**config.mk**
```make
export PLATFORM = sky130hd
export DESIGN_NAME = uart_rx_fifo
export DESIGN_NICKNAME = d
export VERILOG_FILES = /design/src/rtl/uart_rx_fifo.sv
export SDC_FILE = /design/constraint.sdc
export NUM_CORES = 1
export LEC_CHECK = 0
export ABC_AREA = 0
export CORE_AREA = 4 4 109 111
export CTS_BUF_LIST = sky130_fd_sc_hd__clkbuf_2 sky130_fd_sc_hd__clkbuf_4 sky130_fd_sc_hd__clkbuf_8
export DETAILED_ROUTE_END_ITERATION = 12
export DIE_AREA = 0 0 113 115
export PLACE_DENSITY = 0.8
export SLEW_MARGIN = 20
export SYNTH_ARGS = -nofsm -noshare
export SYNTH_HDL_FRONTEND = slang
export SYNTH_SLANG_ARGS = --single-unit
```
**constraint.sdc**
```tcl
create_clock -name clk -period 5.6 [get_ports clk]
set_input_delay 1.12 -clock clk [delete_from_list [all_inputs] [get_ports clk]]
set_output_delay 1.12 -clock clk [all_outputs]
set_load 0.02 [all_outputs]
```
**src/rtl/uart_rx_fifo.sv**
```systemverilog
// uart_rx_fifo: show-ahead receive FIFO between buart and the j1 IO read mux.
// Ports: clk, resetq (async low); rx_valid/rx_data/rx_rd buart handshake;
//   cpu_rd pop strobe; clr_stall clears sticky stall; head/nonempty/level/stall
//   status; rts_n (only when UART_RX_RTS_EN is defined) hysteretic flow control.
module uart_rx_fifo #(
    parameter int DEPTH_LOG2 = 4,
    parameter int RTS_THRESH = 12
) (
    input  logic                clk,
    input  logic                resetq,
    input  logic                rx_valid,
    input  logic [7:0]          rx_data,
    output logic                rx_rd,
    input  logic                cpu_rd,
    input  logic                clr_stall,
    output logic [7:0]          head,
    output logic                nonempty,
    output logic [DEPTH_LOG2:0] level,
    output logic                stall
`ifdef UART_RX_RTS_EN
    ,
    output logic                rts_n
`endif
);

    localparam int DEPTH = 1 << DEPTH_LOG2;
    localparam logic [DEPTH_LOG2:0] FULL_LVL = DEPTH[DEPTH_LOG2:0];

    typedef enum logic {
        IDLE,
        GUARD
    } state_t;

    state_t state_q;
    state_t state_d;

    logic [7:0]            mem [DEPTH];
    logic [DEPTH_LOG2-1:0] wr_ptr;
    logic [DEPTH_LOG2-1:0] rd_ptr;
    logic                  full;
    logic                  push;
    logic                  pop;

    assign full     = (level == FULL_LVL);
    assign nonempty = (level != '0);
    assign pop      = cpu_rd & nonempty;
    // Show-ahead: CPU samples head in the same cycle it strobes cpu_rd.
    assign head     = nonempty ? mem[rd_ptr] : 8'h00;

    // GUARD gives buart one cycle to see rd and drop valid before the
    // next capture, so the same byte is never taken twice.
    always_comb begin
        state_d = state_q;
        push    = 1'b0;
        unique case (state_q)
            IDLE: begin
                if (rx_valid && !full) begin
                    push    = 1'b1;
                    state_d = GUARD;
                end
            end
            GUARD: state_d = IDLE;
            default: state_d = IDLE;
        endcase
    end

    always_ff @(posedge clk or negedge resetq) begin
        if (!resetq) begin
            state_q <= IDLE;
            wr_ptr  <= '0;
            rd_ptr  <= '0;
            level   <= '0;
            rx_rd   <= 1'b0;
            stall   <= 1'b0;
        end else begin
            state_q <= state_d;
            rx_rd   <= push;
            if (push) begin
                wr_ptr <= wr_ptr + 1'b1;
            end
            if (pop) begin
                rd_ptr <= rd_ptr + 1'b1;
            end
            if (push && !pop) begin
                level <= level + 1'b1;
            end else if (pop && !push) begin
                level <= level - 1'b1;
            end
            // Set has priority over clear so a stall is never lost.
            if (rx_valid && full) begin
                stall <= 1'b1;
            end else if (clr_stall) begin
                stall <= 1'b0;
            end
        end
    end

    // Storage needs no reset: head is masked to 0 while empty.
    always_ff @(posedge clk) begin
        if (push) begin
            mem[wr_ptr] <= rx_data;
        end
    end

`ifdef UART_RX_RTS_EN
    localparam int RTS_LO_I = RTS_THRESH - 4;
    localparam logic [DEPTH_LOG2:0] RTS_HI = RTS_THRESH[DEPTH_LOG2:0];
    localparam logic [DEPTH_LOG2:0] RTS_LO = RTS_LO_I[DEPTH_LOG2:0];

    always_ff @(posedge clk or negedge resetq) begin
        if (!resetq) begin
            rts_n <= 1'b0;
        end else if (level >= RTS_HI) begin
            rts_n <= 1'b1;
        end else if (level <= RTS_LO) begin
            rts_n <= 1'b0;
        end
    end
`endif

endmodule

```
==> impl_metrics.json <==
{
  "fin_crit_sh": 0.756,
  "cts_hold_buf": 0,
  "ir_worst_vdd_v": 0.000394,
  "hold_class": "flop to flop",
  "core_mm2": 0.0108,
  "worstHoldPathCells": 2,
  "antenna_cells": 0,
  "cp.required_ps": 4480,
  "ios": 29,
  "whs_ps": 533,
  "cts_tree": "done",
  "worstPathArrival_ps": 3110,
  "power_density_mw_per_mm2": 505,
  "drt_iter0_drc": 371,
  "r2r_cells": 10,
  "cts_setup_buffers": 0,
  "via_per_inst": 6.00,
  "numCtsBuffers": 17,
  "drv_slew": 0,
  "yosys_most_used_dff": "edfxtp_1",
  "regArea_mm2": 0.00422,
  "die_x_um": 113,
  "min-delay-start": "stall$_DFFE_PN0P_",
  "grt-busiest-layer": "met2",
  "fillCellCount": 715,
  "fin_nets": 366,
  "synth_top_area_share": 0.651,
  "holdPathEnd": "stall$_DFFE_PN0P_",
  "maxSlewHeadroom": 0.195,
  "ys_seq_elements": 143,
  "syn-instance-count": 304,
  "rsz0062_at_grt": "no",
  "drive_above_1_share": 0.213,
  "vias": 2974,
  "comb_power_share": 0.333,
  "synth_area_leader_cell": "edfxtp_1",
  "clk_latency_ps": 430,
  "fp.dieArea_mm2": 0.0130,
  "grt_pass1_vias": 3143,
  "yosysSeqAreaShare": 0.715,
  "gr-total-overflow": 0,
  "cts-root-buf": "clkbuf_8",
  "worst-setup-path-type": "flop to primary output",
  "maxCapViolCount": 0,
  "yosys-top-cells-count": "edfxtp_1 (128), mux4_2 (23), dfrtp_1 (15), nor2_1 (12), o21ai_1 (11)",
  "grt_max_degree": 23,
  "ys_async_sr_fraction": 0.105,
  "clk_pin_slew_ps": 80,
  "swShare": 0.328,
  "dp.cells": 464,
  "hold_viol": 0,
  "worstSetupEndpointType": "primary output",
  "avgRoutedWirePerCell_um": 23.3,
  "h-tree-depth": 4,
  "hpwl_um": 7460,
  "synthDistinctLibCells": 38,
  "seq_power_share": 0.434,
  "path_delay_family": "buffers and inverters",
  "wl_um": 11500,
  "instances_no_fill": 496,
  "cts-resized-gates": 0,
  "reg2reg_setup_slack_ps": 2030,
  "place.gp.congestion": 0.799,
  "synth_nets": 327,
  "critical_path_buf_inv_count": 2,
  "use_met2": 0.284,
  "die_h_um": 115,
  "synth_most_common_cell": "edfxtp_1",
  "clock_skew_ps": 9.31,
  "max_freq_mhz": 236,
  "ant_nets": 0,
  "power.internal_uw": 2260,
  "r2r-start": "level[1]$_DFFE_PN0P_",
  "rr_endpoint": "level[4]$_DFFE_PN0P_",
  "antenna_found_initial": 0,
  "power_leakage_uw": 0.00223,
  "multiInputGateArea_mm2": 0.00151,
  "clock_sinks": 143,
  "synth_area_leaders": "edfxtp_1 (65%), mux4_2 (8.8%), dfrtp_1 (6.4%)",
  "drc": 0,
  "finalCriticalPeriod_ps": 4230,
  "status": "complete, no violations",
  "crit_path_top_delay_cell": "dfrtp_1",
  "grtUsageMet3": 0.0558,
  "num_rows": 38,
  "grt_util_all_layers": 0.194,
  "cp.depth": 5,
  "p_switching_uw": 1100,
  "clkPwrFrac": 0.232,
  "tns_ps": 0,
  "numPortBuffers": 28,
  "first_pass_iters": 4,
  "syn_area_mm2": 0.00590,
  "cp_max_fo": 15,
  "worstMarginPinSlew_ps": 1200,
  "start_util": 0.547,
  "yosys_warnings": 0,
  "avgSynthCellArea_um2": 19.4,
  "crit_chain": "buf_4 > mux4_2 > mux2i_1 > a21oi_1 > clkdlybuf4s50_1",
  "cts_buffer_depth": 2,
  "met1_usage": 0.260,
  "synth-edff-count": 128,
  "grt_pass1_wl_um": 18000,
  "max_stage_delay_ps": 800,
  "area_growth_pct": 12.8,
  "finalSetupViolations": 0,
  "crit_path_start_kind": "flop"
}
power groups by stage:
stage	clock [uW]	combinational [uW]	sequential [uW]
global placement	0	1090	1480
detailed placement	0	1120	1480
finish	780	1120	1460
floorplan	0	896	1380
CTS	794	1130	1460
global route	850	1210	1480
worst max-delay path by stage:
stage,from,endpoint
2_1_floorplan,rx_valid,level[4]$_DFFE_PN0P_
3_3_place_gp,rd_ptr[1]$_DFFE_PN0P_,head[1]
3_5_place_dp,rd_ptr[1]$_DFFE_PN0P_,head[1]
4_1_cts,rd_ptr[1]$_DFFE_PN0P_,head[1]
5_1_grt,rd_ptr[0]$_DFFE_PN0P_,head[7]
6_report,rd_ptr[0]$_DFFE_PN0P_,head[6]
cells by family after synthesis:
group	count (synthesis)	synth area share
buffers and inverters	23	0.0303
multiplexers	49	0.159
AO/OA/AOI/OAI	29	0.0280
AND/OR/NAND/NOR	41	0.0322
XOR/XNOR	9	0.0134
flip-flops	143	0.715
adder cells (fa/ha/maj)	10	0.0225
sequential cells by signal (all words and copies together) (netlist names):
register	count
wr_ptr	4
level	5
stall	1
rd_ptr	4
mem	128
rx_rd	1
routing by layer:
layer,part of all wire,vias up
met2,0.47,160
met1,0.41,1491
met4,0.035,0
met3,0.086,27
met5,0,-
li1,-,1296
worst reg2reg max path, delay by kind of cell, from the launching register on:
family	cells	cell delay, ps
buffers and inverters	1	130
AO/OA/AOI/OAI	3	510
adder cells (fa/ha/maj)	2	660
AND/OR/NAND/NOR	4	1710
flip-flops	1	430
layout make-up:
class / instances / area share
multi-input combinational: 138 / 0.227
tap: 140 / 0.0263
sequential: 143 / 0.634
clock buffer: 18 / 0.0363
clock inverter: 14 / 0.0212
inverter: 7 / 0.00395
timing repair buffer: 36 / 0.0511
per-stage QoR:
step           setup WS (ps)   util  instance area [um2]  total power (uW)
2_1_floorplan           2700      -                 5900              2270
3_3_place_gp            1690  0.580                 6260              2560
3_5_place_dp            1570  0.580                 6260              2600
4_1_cts                 1090  0.616                 6650              3380
5_1_grt                 1110  0.617                 6660              3540
6_report                1370  0.617                 6660              3360
cell usage in the layout (no fill, tap or decap), drive strengths merged, types with 10 or more instances in the layout:
cell / Yosys / layout
a21oi: 10 / 10
clkbuf: 4 / 18
clkdlybuf4s50: 0 / 28
dfrtp: 15 / 15
edfxtp: 128 / 128
mux4: 32 / 32
nand2: 10 / 10
nor2: 12 / 12
o21ai: 14 / 14
Power figures use the tool's default switching activity.
